===== config.mk =====
export PLATFORM = sky130hd
export DESIGN_NAME = aes_sd_stream_ctrl
export DESIGN_NICKNAME = d
export VERILOG_FILES = /design/src/rtl/aes_sd_stream_ctrl.sv
export SDC_FILE = /design/constraint.sdc
export NUM_CORES = 1
export LEC_CHECK = 0
export BUFFER_PORTS_ARGS = -buffer_cell sky130_fd_sc_hd__buf_2
export CORE_AREA = 2 2 230 232
export CTS_CLUSTER_SIZE = 30
export DETAILED_ROUTE_END_ITERATION = 8
export DIE_AREA = 0 0 232 234
export SLEW_MARGIN = 10
export SYNTH_ARGS = -nofsm -noshare
export SYNTH_HDL_FRONTEND = slang
export SYNTH_SLANG_ARGS = --single-unit

===== constraint.sdc =====
create_clock -name clk -period 2.4 [get_ports clk]
set_input_delay 0.12 -clock clk [delete_from_list [all_inputs] [get_ports clk]]
set_output_delay 0.12 -clock clk [all_outputs]
set_load 0.02 [all_outputs]

===== src/rtl/aes_sd_stream_ctrl.sv =====
// Block-level stream wrapper around a word-serial AES core: power-up start, text load, result unload, hold.
// Optional WAIT_DONE watchdog enabled by defining AES_SD_CTRL_TIMEOUT_EN.
module aes_sd_stream_ctrl #(
    parameter int unsigned INIT_WAIT = 86,
    parameter logic [7:0]  DONE_CODE = 8'h10,
    parameter int unsigned TIMEOUT   = 255
) (
    input  logic         clk,
    input  logic         reset,
    input  logic         in_valid,
    output logic         in_ready,
    input  logic [127:0] in_text,
    input  logic [127:0] in_key,
    input  logic         in_mode,
    output logic         out_valid,
    input  logic         out_ready,
    output logic [127:0] out_text,
    output logic         out_error,
    output logic         core_start,
    output logic [31:0]  core_data_in,
    output logic [127:0] core_key_in,
    output logic         core_sel_enc_dec,
    input  logic [31:0]  core_data_out,
    input  logic [7:0]   core_signals
);

    typedef enum logic [2:0] {
        S_INIT_START, S_INIT_WAIT, S_IDLE, S_START,
        S_LOAD, S_WAIT_DONE, S_UNLOAD, S_HOLD
    } state_t;

    localparam logic [6:0] INIT_LAST = 7'(INIT_WAIT - 1);

    state_t       state, state_next;
    logic [6:0]   cnt, cnt_next;
    logic [127:0] text_reg;
    logic [127:0] key_reg;
    logic         mode_reg;
    logic         accept, capture, timeout_hit;
    logic [1:0]   cap_idx;

    function automatic logic [31:0] word_of(input logic [127:0] blk, input logic [1:0] idx);
        case (idx)
            2'd0:    word_of = blk[127:96];
            2'd1:    word_of = blk[95:64];
            2'd2:    word_of = blk[63:32];
            default: word_of = blk[31:0];
        endcase
    endfunction

`ifdef AES_SD_CTRL_TIMEOUT_EN
    localparam int TW = $clog2(TIMEOUT + 1);
    localparam logic [TW-1:0] TIMEOUT_LAST = TW'(TIMEOUT - 1);

    logic [TW-1:0] timer;
    logic          error_reg;

    always_ff @(posedge clk or negedge reset) begin
        if (!reset)                   timer <= '0;
        else if (state != S_WAIT_DONE) timer <= '0;
        else                          timer <= timer + 1'b1;
    end

    assign timeout_hit = (state == S_WAIT_DONE) && (core_signals != DONE_CODE) &&
                         (timer == TIMEOUT_LAST);

    always_ff @(posedge clk or negedge reset) begin
        if (!reset)                      error_reg <= 1'b0;
        else if (timeout_hit)            error_reg <= 1'b1;
        else if (out_valid && out_ready) error_reg <= 1'b0;
    end

    assign out_error = error_reg;
`else
    assign timeout_hit = 1'b0;
    assign out_error   = 1'b0;
`endif

    always_ff @(posedge clk or negedge reset) begin
        if (!reset) begin
            state <= S_INIT_START;
            cnt   <= '0;
        end else begin
            state <= state_next;
            cnt   <= cnt_next;
        end
    end

    always_comb begin
        state_next   = state;
        cnt_next     = cnt;
        in_ready     = 1'b0;
        core_start   = 1'b0;
        core_data_in = 32'h0;
        accept       = 1'b0;
        capture      = 1'b0;
        cap_idx      = 2'd0;
        case (state)
            S_INIT_START: begin
                core_start = 1'b1;
                if (cnt == 7'd1) begin
                    state_next = S_INIT_WAIT;
                    cnt_next   = '0;
                end else begin
                    cnt_next = cnt + 7'd1;
                end
            end
            S_INIT_WAIT: begin
                if (cnt == INIT_LAST) begin
                    state_next = S_IDLE;
                    cnt_next   = '0;
                end else begin
                    cnt_next = cnt + 7'd1;
                end
            end
            S_IDLE: begin
                in_ready = 1'b1;
                if (in_valid) begin
                    accept     = 1'b1;
                    state_next = S_START;
                    cnt_next   = '0;
                end
            end
            S_START: begin
                core_start = 1'b1;
                if (cnt == 7'd1) begin
                    state_next = S_LOAD;
                    cnt_next   = '0;
                end else begin
                    cnt_next = cnt + 7'd1;
                end
            end
            S_LOAD: begin
                core_data_in = word_of(text_reg, cnt[1:0]);
                if (cnt == 7'd3) begin
                    state_next = S_WAIT_DONE;
                    cnt_next   = '0;
                end else begin
                    cnt_next = cnt + 7'd1;
                end
            end
            S_WAIT_DONE: begin
                // The done cycle itself carries the first result word.
                if (core_signals == DONE_CODE) begin
                    capture    = 1'b1;
                    state_next = S_UNLOAD;
                    cnt_next   = 7'd1;
                end else if (timeout_hit) begin
                    state_next = S_HOLD;
                    cnt_next   = '0;
                end
            end
            S_UNLOAD: begin
                capture = 1'b1;
                cap_idx = cnt[1:0];
                if (cnt == 7'd3) begin
                    state_next = S_HOLD;
                    cnt_next   = '0;
                end else begin
                    cnt_next = cnt + 7'd1;
                end
            end
            S_HOLD: begin
                if (out_ready) state_next = S_IDLE;
            end
            default: begin
                state_next = S_INIT_START;
                cnt_next   = '0;
            end
        endcase
    end

    always_ff @(posedge clk or negedge reset) begin
        if (!reset) begin
            text_reg <= '0;
            key_reg  <= '0;
            mode_reg <= 1'b1;
            out_text <= '0;
        end else begin
            if (accept) begin
                text_reg <= in_text;
                key_reg  <= in_key;
                mode_reg <= in_mode;
            end
            if (capture) begin
                case (cap_idx)
                    2'd0:    out_text[127:96] <= core_data_out;
                    2'd1:    out_text[95:64]  <= core_data_out;
                    2'd2:    out_text[63:32]  <= core_data_out;
                    default: out_text[31:0]   <= core_data_out;
                endcase
            end else if (timeout_hit) begin
                out_text <= '0;
            end
        end
    end

    assign out_valid        = (state == S_HOLD);
    assign core_key_in      = key_reg;
    assign core_sel_enc_dec = mode_reg;

endmodule


==> results of run 1 <==
==> worst paths after layout <==
check	startpoint	end	slack [ps]	depth (start not counted)
worst min-delay path	reset	core_key_in[94]	130	2
max in group asynchronous	reset	text_reg[64]	1450	3
worst min register to register	out_text[102]	out_text[102]	480	1
worst max-delay path	cnt[0]	core_data_in[1]	-8	8
worst max register to register	state[0]	text_reg[57]	280	5
min in group clk	core_signals[2]	cnt[1]	180	6
==> power by group through the flow <==
stage                     combinational, mW  sequential [mW]  clock (mW)
after global placement                 12.0             11.7           0
after detailed placement               12.3             11.8           0
after CTS                              13.0             11.8        6.85
after global routing                   14.0             12.2        7.11
final                                  13.1             11.8        6.63
after floorplan                        5.28             14.2           0
==> routing by layer <==
layer	share of wire, %	GRT usage, %	vias up	routed length [um]
met5	0	0	-	0
met4	2.1	4.99	0	1090
met3	6.7	4.68	72	3370
met2	52	31.6	429	26300
met1	39	21.0	6266	20000
li1	-	-	5682	-
==> logic make-up (layout without fill, tap and decap cells) <==
family / after synthesis / in the layout / synth area share (%)
other cells: 1 / 1 / 0.0234
simple gates: 112 / 112 / 3.35
fa+ha+maj: 4 / 4 / 0.313
flops: 395 / 395 / 61.8
xor+xnor: 1 / 1 / 0.0547
buf+inv: 79 / 1023 / 3.08
compound gates: 87 / 87 / 4.19
mux: 387 / 387 / 27.2
==> area by class of cell <==
cell class              count  area share (%)
repair buffers            934            26.9
clock buffers              62            5.02
multi-input cells         592            23.3
inverters                  10           0.164
clock inverters            17           0.751
flip-flops and latches    395            40.4
well taps                 688            3.52
==> per-stage QoR <==
stage | TNS, ps | utilization, %
after floorplan | 0 | -
after global placement | 0 | 38.3
after detailed placement | 0 | 38.3
after CTS | -95.4 | 46.9
after global routing | -2520 | 47.1
final | -7.93 | 47.1
==> what timing repair did <==
| item | CTS | global route |
|---|---|---|
| setup buffers | 2 | 2 |
| endpoints found under the setup margin | 32 | 32 |
| resized for setup | 21 | 9 |
| gates cloned | 3 | 1 |
| hold buffers | 292 | 0 |
| pin swaps | 10 | 27 |
| endpoints found under the hold margin | 471 | 0 |
==> Yosys cell counts, types with 2 or more instances <==
master    count  area share, %
dfrtp_1     394             62
mux2_2      362             25
nor2_1       68            1.6
a21oi_1      34            1.1
a222oi_1     32            2.0
mux2_1       25            1.8
buf_4        22            1.0
clkbuf_1     20           0.47
buf_2        13           0.41
buf_6        13           0.91
nand3_1      11           0.34
inv_1         7           0.16
nand2_1       7           0.16
a31oi_1       5           0.20
nand4_1       5           0.20
o22ai_1       5           0.20
ha_1          4           0.31
or3_1         4           0.16
inv_2         3          0.070
nor2_2        2          0.078
nor3_1        2          0.063
o31ai_1       2          0.094
==> flow_metrics.tcl, run 1 <==
set metrics [dict create \
    hpwl_um 33700 \
    crit_slowest_cell "dfrtp_2" \
    violations "negative setup slack" \
    clkPwrFrac_pct 21.0 \
    cts_tree "done" \
    power.switching_mw 11.7 \
    internal_power_mw 19.8 \
    place_area_mm2 0.0199 \
    drtAntennaViolNets 0 \
    drt_iter0_markers 466 \
    die_w_um 232 \
    wl_um 50700 \
    std_cell_rows 84 \
    netlist_area_mm2 0.0160 \
    diodes 0 \
    insertion_delay_ps 570 \
    fin_ws_ps -7.93 \
    synth-edff-count 0 \
    switching_share_pct 37.3 \
    synth-seq-cells 395 \
    final_area_mm2 0.0245 \
    worst_hold_path_type "in -> async" \
    routabilityCongestion 0.807 \
    leakage_nw 11.5 \
    num_vias 12400 \
    endpoint_kind "output port" \
    nFillCells 4542 \
    die_h_um 234 \
    grt_pass1_vias 13400 \
    ir_drop_uv 822 \
    drive_above_1_share_pct 54.6 \
    hold_ws_ps 133 \
    cpLargestDelayFamily "compound AO/OA/AOI/OAI gates" \
    clock_sinks 395 \
    clock_skew_ps 30.9 \
    pwr-share-seq_pct 37.5 \
    min_period_ps 2410 \
    cp_cell_sequence "inv_4 > ha_4 > buf_16 > a222oi_1 > nor2_1 > a21oi_1 > nor2_1 > buf_2" \
    cp.required_ps 2280 \
    clk_pin_slew_ps 70 \
    die-area_mm2 0.0543 \
    rsz0062_at_grt "true" \
    vias_per_cell 4.61 \
    fin_crit_sh_pct 100 \
    start_kind "register" \
    cts-root-buf "clkbuf_16" \
    layout_commonest_cell "buf_2" \
    cts_max_level 2 \
    syn_area_per_cell_um2 15.0 \
    cp_slowest_stage_delay_ps 410 \
    crit_path_frequent_cell "nor2_1" \
    arrival_ps 2290 \
    max_freq_ghz 0.415 \
    max_slew_margin_pct 58.6 \
    placedCellCount 2319 \
    antenna_found_initial 0 \
    critical_path_class "reg -> out" \
    syn_to_final_growth_pct 52.9 \
    power_mw 31.5 \
    multi_input_area_mm2 0.00569 \
    path_buf_inv 3 \
    grt_pass1_wl_um 75200 \
    initial_core_util_pct 30.8 \
    drc_errors 0 \
    p_comb_share_pct 41.5 \
    pwr_density_cell_mw_per_mm2 1290 \
    firstDrtPassIters 6 \
    drv_slew 0 \
    io_pins 594 \
    cts_buffers 44 \
    status "complete, but fails checks" \
    core_mm2 0.0520 \
    overflow 0 \
    ys.flop_type "dfrtp_1" \
    preCtsSetupSlack_ps 298 \
    final_nets 2282 \
    finalHoldViolations 0 \
    cts_buffer_depth 3 \
    worstMarginPinSlew_ps 622 \
    setup_viol 1 \
    grt_use_total_pct 17.7 \
    layout.cells.non_filler 2698 \
    ys_async_sr_fraction_pct 100 \
    path_max_fanout 16 \
    synth_cell_types 48 \
    netlist_instances 1066 \
    drv_cap 0 \
    portBuffers 592 \
    wl_per_cell_um 18.8 \
    ys_seq_area_share_pct 61.8 \
    syn-num-nets 1371 \
    yosysWarningCount 0 \
    final-seq-area_mm2 0.00989 \
    grt_max_degree 65 \
    final_cell_mix "buf_2 (584), dfrtp_1 (393), mux2_2 (362)" \
]
Power figures use the tool's default switching activity.
==> run 2, diff against run 1 <==
--- a/config.mk
+++ b/config.mk
@@ -6,11 +6,10 @@
 export NUM_CORES = 1
 export LEC_CHECK = 0
 export BUFFER_PORTS_ARGS = -buffer_cell sky130_fd_sc_hd__buf_2
-export CORE_AREA = 2 2 230 232
+export CORE_AREA = 4 4 232 234
 export CTS_CLUSTER_SIZE = 30
 export DETAILED_ROUTE_END_ITERATION = 8
-export DIE_AREA = 0 0 232 234
-export SLEW_MARGIN = 10
+export DIE_AREA = 0 0 236 238
 export SYNTH_ARGS = -nofsm -noshare
 export SYNTH_HDL_FRONTEND = slang
 export SYNTH_SLANG_ARGS = --single-unit
==> constraint.sdc (replaced) <==
create_clock -name clk -period 2.6 [get_ports clk]
set_input_delay 0.13 -clock clk [delete_from_list [all_inputs] [get_ports clk]]
set_output_delay 0.13 -clock clk [all_outputs]
set_load 0.02 [all_outputs]
==> run 2 against run 1 <==
The flow now finishes without violations. Core utilization shrank 0.14 points. Sequential share of layout area grew 0.12 points. Cell count shrank 0.37%. Sequential power shrank 8%. Routed wire length grew 4.3%. Clock skew shrank 14 ps. Hold slack gained 15 ps. Clock-buffer cell count is the same. Critical path type unchanged.
==> flow_metrics.tcl, run 2 (same netlist as run 1, synthesis figures left out) <==
set metrics [dict create \
    arrival_ps 2310 \
    hpwl_um 35500 \
    drive_above_1_share_pct 54.4 \
    power_mw 29.3 \
    portBuffers 592 \
    wl_um 52900 \
    start_kind "register" \
    post-route-util_pct 46.9 \
    grt_pass1_vias 14000 \
    endpoint_kind "output port" \
    drt_iter0_markers 625 \
    drv_slew 0 \
    overflow 0 \
    min_period_ps 2440 \
    cts_buffers 45 \
    io_pins 594 \
    fin_crit_sh_pct 93.8 \
    num_vias 12600 \
    pwr_density_cell_mw_per_mm2 1200 \
    nFillCells 4562 \
    final_cell_mix "buf_2 (590), dfrtp_1 (393), mux2_2 (362)" \
    status "completed" \
    leakage_nw 11.4 \
    layout_commonest_cell "buf_2" \
    setup_viol 0 \
    vias_per_cell 4.68 \
    critical_path_class "reg -> out" \
    max_slew_margin_pct 58.8 \
    cts_max_level 2 \
    clock_skew_ps 16.8 \
    rrSetupSlack_ps 400 \
    syn_to_final_growth_pct 52.5 \
    finalHoldViolations 0 \
    ir_drop_uv 903 \
    grt_use_total_pct 18.0 \
    routabilityCongestion 0.825 \
    std_cell_rows 84 \
    wl_per_cell_um 19.7 \
    drc_errors 0 \
    die-area_mm2 0.0562 \
    max_freq_ghz 0.410 \
    cts_buffer_depth 3 \
    path_max_fanout 16 \
    die_h_um 238 \
    drv_cap 0 \
    clock_sinks 395 \
    core_mm2 0.0520 \
    clk_pin_slew_ps 60 \
    insertion_delay_ps 560 \
    grt_max_degree 67 \
    worst_hold_path_type "in -> async" \
    initial_core_util_pct 30.8 \
    cp.required_ps 2470 \
    cts_tree "done" \
    cts-root-buf "clkbuf_16" \
    final_nets 2268 \
    drtAntennaViolNets 0 \
    firstDrtPassIters 6 \
    worstMarginPinSlew_ps 618 \
    grt_pass1_wl_um 80400 \
    antenna_found_initial 6 \
    die_w_um 236 \
]
==> run 2: area by class of cell <==
type | count | area (um^2) | area share, %
Inverter | 10 | 37.5 | 0.154
Clock buffer | 62 | 1300 | 5.34
Timing Repair Buffer | 919 | 6410 | 26.3
Sequential cell | 395 | 9890 | 40.5
Clock inverter | 19 | 223 | 0.913
Antenna cell | 3 | 7.51 | 0.0308
Tap cell | 688 | 861 | 3.53
Multi-Input combinational cell | 592 | 5680 | 23.3
==> run 2: per-stage QoR <==
stage | area (um^2) | setup TNS [ps] | hold slack (ps) | cells | setup WS, ps
2_1_floorplan | 16000 | 0 | -166 | 1066 | 648
3_3_place_gp | 19800 | 0 | 162 | 2308 | 455
3_5_place_dp | 19800 | 0 | 161 | 2308 | 416
4_1_cts | 24300 | 0 | 132 | 2681 | 6.05
5_1_grt | 24400 | -6.28 | 190 | 2688 | -6.28
6_report | 24400 | 0 | 147 | 2688 | 162
==> run 2: power breakdown <==
group | switching [mW] | internal [mW]
clock network | 2.61 | 3.92
logic | 6.57 | 5.29
registers | 1.66 | 9.21
==> run 2: worst paths after layout <==
kind | from | endpoint | cells after the start
hold reg to reg | core_key_in[37] | core_key_in[37] | 1
hold / removal | reset | out_text[55] | 2
setup reg to reg | state[1] | core_key_in[53] | 6
setup / recovery | cnt[1] | core_data_in[1] | 8
max in group asynchronous | reset | core_key_in[27] | 3
min in group clk | core_signals[2] | cnt[2] | 6
==> run 2: routing by layer <==
layer	part of all wire (%)	wire length [um]	track usage (%)
met5	0.059	31	0
met4	3.7	1970	6.98
met3	7.5	3960	5.33
met2	49	25600	30.0
met1	40	21300	22.1
==> run 2: critical path: stages (launching register included) <==
cell,delay (ps)
dfrtp_1,400
buf_6,160
ha_4,190
buf_12,160
a222oi_1,340
nor2_1,90
a21oi_1,170
nor2_1,60
buf_2,180
==> run 2: what timing repair did <==
action                     4_1_cts  5_1_grt
gates cloned                     0        2
gates resized for setup          4       16
hold buffers                   292        0
buffers inserted                 0        2
pin swaps                        0        1
hold endpoints to repair       445        0
setup endpoints to repair       32       32
